`src/rtl/regfile_pkg.sv`:
```
// Shared widths, FSM encoding and write payload for the register-file write arbiter.
package regfile_pkg;

  localparam int unsigned REG_ADDR_W = 5;
  localparam int unsigned REG_DATA_W = 32;
  localparam int unsigned NUM_REGS   = 32;

  typedef enum logic {
    ARB  = 1'b0,
    INIT = 1'b1
  } arb_state_t;

  typedef struct packed {
    logic [REG_ADDR_W-1:0] addr;
    logic [REG_DATA_W-1:0] data;
  } rf_wr_t;

endpackage

```
`src/rtl/rr_arbiter.sv`:
```
// Combinational round-robin grant: first asserted request at or after ptr, wrapping modulo N.
module rr_arbiter #(
  parameter int unsigned N = 3,
  localparam int unsigned PW = (N > 1) ? $clog2(N) : 1
) (
  input  logic [N-1:0]  req,
  input  logic [PW-1:0] ptr,
  output logic [N-1:0]  gnt,
  output logic [PW-1:0] gnt_idx
);

  logic found;

  // Offset k from ptr is tried in order; the first live requester wins.
  always_comb begin
    gnt     = '0;
    gnt_idx = '0;
    found   = 1'b0;
    for (int unsigned k = 0; k < N; k++) begin
      for (int unsigned i = 0; i < N; i++) begin
        if (!found && req[i] && (((32'(ptr) + k) % N) == i)) begin
          gnt[i]  = 1'b1;
          gnt_idx = PW'(i);
          found   = 1'b1;
        end
      end
    end
  end

endmodule

```
`src/rtl/regfile_write_arbiter.sv`:
```
// Round-robin owner of the register-file write port, plus an init sequencer that
// rewrites every register with its own index.
module regfile_write_arbiter
  import regfile_pkg::*;
#(
  parameter int unsigned NUM_REQ = 3,
  parameter bit          ZERO_X0 = 1'b0
) (
  input  logic                           clk,
  input  logic                           rst,
  input  logic [NUM_REQ-1:0]             req_valid,
  input  logic [NUM_REQ*REG_ADDR_W-1:0]  req_addr,
  input  logic [NUM_REQ*REG_DATA_W-1:0]  req_data,
  output logic [NUM_REQ-1:0]             req_ready,
  input  logic                           init_start,
  output logic                           init_busy,
  output logic                           WE3,
  output logic [REG_ADDR_W-1:0]          A3,
  output logic [REG_DATA_W-1:0]          WD3
);

  localparam int unsigned PTR_W = $clog2(NUM_REQ);
  localparam logic [REG_ADDR_W-1:0] LAST_ADDR = REG_ADDR_W'(NUM_REGS - 1);
  localparam logic [PTR_W-1:0]      LAST_REQ  = PTR_W'(NUM_REQ - 1);

  arb_state_t            state_q, state_d;
  logic [REG_ADDR_W-1:0] cnt_q, cnt_d;
  logic [PTR_W-1:0]      rr_ptr_q, rr_ptr_d;
  logic                  we_q, we_d;
  rf_wr_t                wr_q, wr_d;

  logic [NUM_REQ-1:0]    gnt;
  logic [PTR_W-1:0]      gnt_idx;
  rf_wr_t                sel_wr;

  rr_arbiter #(.N(NUM_REQ)) u_rr (
    .req     (req_valid),
    .ptr     (rr_ptr_q),
    .gnt     (gnt),
    .gnt_idx (gnt_idx)
  );

  // Payload of the granted requester.
  always_comb begin
    sel_wr = '0;
    for (int unsigned i = 0; i < NUM_REQ; i++) begin
      if (gnt[i]) begin
        sel_wr.addr = req_addr[i*REG_ADDR_W +: REG_ADDR_W];
        sel_wr.data = req_data[i*REG_DATA_W +: REG_DATA_W];
      end
    end
  end

  always_comb begin
    state_d   = state_q;
    cnt_d     = cnt_q;
    rr_ptr_d  = rr_ptr_q;
    we_d      = 1'b0;
    wr_d      = wr_q;
    req_ready = '0;
    case (state_q)
      ARB: begin
        // init_start outranks every requester; nothing is granted while rst is high.
        if (init_start) begin
          state_d = INIT;
          cnt_d   = '0;
        end else if (!rst) begin
          req_ready = gnt;
          if (|gnt) begin
            rr_ptr_d = (gnt_idx == LAST_REQ) ? '0 : gnt_idx + PTR_W'(1);
            wr_d     = sel_wr;
            we_d     = !(ZERO_X0 && (sel_wr.addr == '0));
          end
        end
      end
      INIT: begin
        wr_d.addr = cnt_q;
        wr_d.data = REG_DATA_W'(cnt_q);
        we_d      = !(ZERO_X0 && (cnt_q == '0));
        cnt_d     = cnt_q + REG_ADDR_W'(1);
        if (cnt_q == LAST_ADDR) begin
          state_d = ARB;
          cnt_d   = '0;
        end
      end
      default: state_d = ARB;
    endcase
  end

  always_ff @(posedge clk) begin
    if (rst) begin
      state_q  <= ARB;
      cnt_q    <= '0;
      rr_ptr_q <= '0;
      we_q     <= 1'b0;
      wr_q     <= '0;
    end else begin
      state_q  <= state_d;
      cnt_q    <= cnt_d;
      rr_ptr_q <= rr_ptr_d;
      we_q     <= we_d;
      wr_q     <= wr_d;
    end
  end

  assign init_busy = (state_q == INIT);
  assign WE3       = we_q;
  assign A3        = wr_q.addr;
  assign WD3       = wr_q.data;

endmodule

```
`config.mk`:
```
export PLATFORM = sky130hd
export DESIGN_NAME = regfile_write_arbiter
export DESIGN_NICKNAME = d
export VERILOG_FILES = /design/src/rtl/regfile_pkg.sv /design/src/rtl/rr_arbiter.sv /design/src/rtl/regfile_write_arbiter.sv
export SDC_FILE = /design/constraint.sdc
export NUM_CORES = 1
export LEC_CHECK = 0
export ABC_AREA = 0
export CORE_ASPECT_RATIO = 0.9
export CORE_MARGIN = 1.5
export CORE_UTILIZATION = 40
export CTS_BUF_LIST = sky130_fd_sc_hd__clkbuf_8
export DETAILED_ROUTE_END_ITERATION = 12
export GPL_TIMING_DRIVEN = 0
export PLACE_DENSITY = 0.9
export REMOVE_ABC_BUFFERS = 1
export SKIP_CTS_REPAIR_TIMING = 1
export SLEW_MARGIN = 5
export SYNTH_ARGS = -nofsm -noshare
export SYNTH_HDL_FRONTEND = slang
export SYNTH_SLANG_ARGS = --single-unit
```
`constraint.sdc`:
```
create_clock -name clk -period 5.8 [get_ports clk]
set_clock_uncertainty 0.1 [all_clocks]
set_input_delay 0.58 -clock clk [delete_from_list [all_inputs] [get_ports clk]]
set_output_delay 0.58 -clock clk [all_outputs]
set_load 0.03 [all_outputs]
```
==> flow_summary.toml, run 1 <==
[logic_synthesis]
synth-main-ff-cell = "dfxtp_1"
yosysWarnings = 0
synth_mux_area_frac = 0.0124
syn-cell-area_um2 = 2420
async_flop_share = 0
avgSynthCellArea_um2 = 8.09
synthAdderAreaFrac = 0.0207
synthXorXnorAreaFrac = 0
syn_inst = 299
synthSimpleGateAreaFrac = 0.185
synth_edf_count = 0
ys_ff_latch = 46
yosys.cell_types.count = 39
yosys.area.top_type_share = 0.381
synth_top_cells_by_area = "dfxtp_1, nand2_1, a221o_1, a21oi_1, a311o_1"
yosysTopAreaCell = "dfxtp_1"
synth_compound_area_frac = 0.349
synth-seq-area-share = 0.381
synth_common_cells = "nand2_1, dfxtp_1, a21oi_1"
synth_most_common_cell = "nand2_1"
synth_top_family_by_area = "compound AO/OA/AOI/OAI gates"

[worst_setup_path]
critical_path.cell_chain = "clkdlybuf4s50_1, nor3_1, and2_2, clkdlybuf4s50_1"
worst-setup-path-type = "input pin to output port"
start_kind = "input pin"
critical-path-top-delay-family = "buffers and inverters"
crit_path_top_delay_cell = "clkdlybuf4s50_1"
crit_buf_inv = 2
critPathMaxStageDelay_ns = 0.81
worst_setup_path_end_kind = "output port"
critPathArrivalTime_ns = 3.59
critical_path_required_ns = 5.12
worstPathMaxFanout = 36
cp_common_cell = "clkdlybuf4s50_1"

[job]
cap_violations = 0

[clock_tree]
cts_root_buf = "clkbuf_8"
cts_made_buffers = 5
clk_latency_ns = 0.28
cts.sink_count = 46
cts_max_level = 2
clk_pin_slew_ns = 0.08
ctsLongestPathBuffers = 2
cts_tree = "yes"

[run_status]
status = "complete, but fails checks"
violations = "design-rule violations"

[global_route]
met2_usage = 0.464
grt_use_total = 0.257
grt_util_met3 = 0.0592
grt_max_degree = 39
grt_antenna_before_repair = 0
grt_pass1_vias = 2838
grt-ovfl-total = 0
top_usage_layer = "met2"
met1_usage = 0.303
grt_pass1_wl_mm = 13.6

[drt]
drt_iter0_drc = 128
dr.pass1.iters = 9
drc_errors = 13
num_vias = 2925
postRouteWirelength_mm = 8.72
postRouteAntennaNets = 0
wl_per_cell_um = 16.9
vias_per_cell = 5.68

[floorplan]
start_util = 0.420
dieArea_um2 = 6530
rows = 26
dieHeight_um = 76.8
core-area_um2 = 5760
io_pins = 159
die_w_um = 85.0

[placed_design]
port_buffers = 158
dp_hpwl_mm = 6.27
gp_congestion = 0.866
pre_cts_ws_ns = 1.57

[cells_and_area]
drive_above_1_share = 0.0472
area_growth_syn_to_layout_pct = 72.1
fill_cells = 462
final_nets = 566
final_core_util = 0.723
antennaDiodeCount = 0
regArea_um2 = 921
multiInputGateArea_um2 = 1400

[sta]
grt_setup_unrepaired = "false"
relSlewSlack = 0.376
drv_slew = 0
hold_viol = 0
worst_pin_slew_ns = 0.937
tns_ns = 0
fin_crit_sh = 0.735
period_needed_ns = 4.27
fmaxAchievable_mhz = 234
setup_ws_ns = 1.53
hold_ws_ns = 0.397
setup_viol = 0

[power]
peakVddDrop_v = 0.000116
powerDensity_nw_per_um2 = 198
p_leak_nw = 1.59

[min_path]
worstHoldPathType = "flop to flop"
where the power goes:
part,switching [W],total [W],internal (W)
Clock,0.000109,0.000190,0.0000813
Sequential,0.0000170,0.000354,0.000337
Combinational,0.000134,0.000282,0.000148
Total,0.000260,0.000827,0.000566
routing by layer:
metal  routed length [µm]  up-vias
met1                 3520     1391
met3                  663       14
met4                  159        0
li1                     -     1399
met2                 4380      121
met5                    0        -
registers in the layout, summed over array words and instances, names as in the netlist:
signal,cells
WD3,32
cnt_q,5
WE3,1
rr_ptr_q,2
init_busy,1
A3,5
layout make-up:
type                    instances  share of cell area
clock buffers                   5              0.0165
clock inverters                 2             0.00240
inverters                       5             0.00451
multi-input cells             225               0.337
flip-flops and latches         46               0.221
well taps                      70              0.0210
repair buffers                162               0.397
logic make-up (layout without fill, tap and decap cells):
kind of cell | count (synthesis) | after routing
AND/OR/NAND/NOR | 106 | 106
multiplexers | 3 | 3
flip-flops | 46 | 46
adder cells (fa/ha/maj) | 4 | 4
buffers and inverters | 28 | 174
AO/OA/AOI/OAI | 112 | 112
placed cells by master (no fill, tap or decap), types with 3 or more instances in the layout:
cell / Yosys / final
a21oi_1: 43 / 43
a221o_1: 27 / 27
a22oi_1: 8 / 8
a311o_1: 8 / 8
clkbuf_8: 0 / 5
clkdlybuf4s50_1: 0 / 158
dfxtp_1: 46 / 46
ha_1: 4 / 4
inv_1: 5 / 5
mux2i_1: 3 / 3
nand2_1: 74 / 74
nor2_1: 14 / 14
nor2b_1: 3 / 3
nor3_1: 4 / 3
o21ai_0: 5 / 5
o2bb2ai_1: 8 / 8
through the flow:
| step | cell area, µm² | total power (W) | instances |
|---|---|---|---|
| after floorplan | 2310 | 0.000480 | 276 |
| after global placement | 3980 | 0.000624 | 504 |
| after detailed placement | 4080 | 0.000642 | 508 |
| after CTS | 4160 | 0.000830 | 515 |
| after global routing | 4170 | 0.000863 | 515 |
| final | 4170 | 0.000827 | 515 |
path summary, 6_finish.rpt:
kind,cells after the start,end,from,slack (ns)
worst max register to register,9,WD3[24],rr_ptr_q[0],3.09
worst min-delay path,1,WD3[14],WD3[14],0.40
worst max-delay path,4,req_ready[2],rst,1.53
worst min register to register,1,WD3[14],WD3[14],0.40
worst register-to-register path, stage by stage, from the launching register on:
cell     delay (ns)
dfxtp_1        0.35
inv_1          0.06
ha_1           0.35
or3_4          0.43
o31ai_2        0.23
nor2_1         0.15
nor3_2         0.35
buf_6          0.23
buf_4          0.24
a221o_1        0.17
No activity file was read; power rests on OpenSTA's default activity.
==> run 2, diff against run 1 <==
Settings changed: CORE_UTILIZATION 40 to 34, PLACE_DENSITY 0.9 to 0.82.
Clock period 5.8 ns to 3.5 ns, I/O delays scaled along.
==> flow_summary.toml, run 2 (same netlist as run 1, synthesis figures left out) <==
[sta]
setup_viol = 0
grt_setup_unrepaired = "false"
worst_pin_slew_ns = 0.918
period_needed_ns = 3.16
relSlewSlack = 0.388
setup_ws_ns = 0.343
fin_crit_sh = 0.902
hold_viol = 0
drv_slew = 0
fmaxAchievable_mhz = 317

[global_route]
met2_usage = 0.407
grt_antenna_before_repair = 0
grt-ovfl-total = 0
top_usage_layer = "met2"
grt_use_total = 0.220
grt_max_degree = 39
met1_usage = 0.246
grt_pass1_wl_mm = 13.6
grt_pass1_vias = 2793
grt_util_met3 = 0.0549

[worst_setup_path]
critPathArrivalTime_ns = 2.71
crit_buf_inv = 2
worst-setup-path-type = "flop to output port"
critPathMaxStageDelay_ns = 0.76
critical_path.cell_chain = "inv_1, ha_1, nand2_1, o2111a_1, and2_4, clkdlybuf4s50_1"
start_kind = "flop"
critical_path_required_ns = 3.05
crit_path_top_delay_cell = "clkdlybuf4s50_1"
worst_setup_path_end_kind = "output port"
critical-path-top-delay-family = "buffers and inverters"
worstPathMaxFanout = 36

[clock_tree]
clk_latency_ns = 0.29
cts_max_level = 2
cts.sink_count = 46
clk_pin_slew_ns = 0.08
ctsLongestPathBuffers = 2
cts_tree = "yes"
cts_root_buf = "clkbuf_8"
cts_made_buffers = 5

[cells_and_area]
final_core_util = 0.629
mostFrequentLayoutCells = "clkdlybuf4s50_1, nand2_1, dfxtp_1"
largest_reg_flops = 32
fin_cells = 535
final_nets = 566
layout_commonest_cell = "clkdlybuf4s50_1"
area_growth_syn_to_layout_pct = 74.9
drive_above_1_share = 0.0494
antennaDiodeCount = 0

[min_path]
worstHoldPathType = "flop to flop"

[run_status]
status = "finished, final reports clean"

[floorplan]
rows = 28
core-area_um2 = 6730
io_pins = 159
dieArea_um2 = 7630
die_w_um = 91.9
start_util = 0.360
dieHeight_um = 83.0

[drt]
postRouteWirelength_mm = 8.57
postRouteAntennaNets = 0
num_vias = 2804
dr.pass1.iters = 4
vias_per_cell = 5.24
wl_per_cell_um = 16.0
drc_errors = 0
drt_iter0_drc = 90

[placed_design]
port_buffers = 158
gp_congestion = 0.816
dp.cells = 528
dp_hpwl_mm = 6.40
pre_cts_ws_ns = -0.335

[power]
p_leak_nw = 1.61
power.internal_w = 0.00103
p_switching_w = 0.000422
p_clk_frac = 0.277
powerDensity_nw_per_um2 = 344
combPwrFrac = 0.319
seq_power_share = 0.404
peakVddDrop_v = 0.000160
switching_share = 0.290

[job]
cap_violations = 0
run 2: changes by cell type in the layout (fill, tap and decap cells not counted):
cell / previous run / this run
bufinv_16: 0 / 1
clkdlybuf4s50_1: 158 / 157
and2_4: 0 / 1
nor3_1: 3 / 2
clkbuf_8: 5 / 6
dlymetal6s2s_1: 0 / 1
nor3_2: 1 / 2
clkinv_2: 2 / 0
and2_2: 1 / 0
run 2: power by group through the flow:
stage               clock [W]  sequential (W)  combinational (W)
CTS                  0.000418        0.000587           0.000468
finish               0.000403        0.000587           0.000465
global route         0.000436        0.000592           0.000499
detailed placement          0        0.000598           0.000466
floorplan                   0        0.000658           0.000138
global placement            0        0.000596           0.000440
run 2: worst paths after layout:
path	from	to	slack [ns]	cells after the start
worst max-delay path	rr_ptr_q[0]	req_ready[2]	0.34	6
worst min-delay path	A3[4]	A3[4]	0.39	1
worst max register to register	rr_ptr_q[0]	WD3[4]	0.99	7
worst min register to register	A3[4]	A3[4]	0.39	1
run 2: final cells by class:
class | instances | area, µm²
Sequential cell | 46 | 921
Clock buffer | 6 | 82.6
Timing Repair Buffer | 162 | 1660
Fill cell | 606 | 2490
Multi-Input combinational cell | 225 | 1410
Clock inverter | 1 | 30.0
Tap cell | 90 | 113
Inverter | 5 | 18.8
run 2: metrics by stage:
step	cell area (µm²)	power (W)	setup TNS, ns	hold WS (ns)
2_1_floorplan	2310	0.000796	0	0.319
3_3_place_gp	4010	0.00104	-59.67	0.367
3_5_place_dp	4110	0.00106	-0.335	0.368
4_1_cts	4220	0.00147	-0.342	0.388
5_1_grt	4230	0.00153	0	0.408
6_report	4230	0.00145	0	0.389
run 2: routing by layer:
metal / wire length, µm / up-vias
met5: 0 / -
met4: 95 / 0
met3: 564 / 8
met2: 4380 / 99
met1: 3530 / 1295
li1: - / 1402
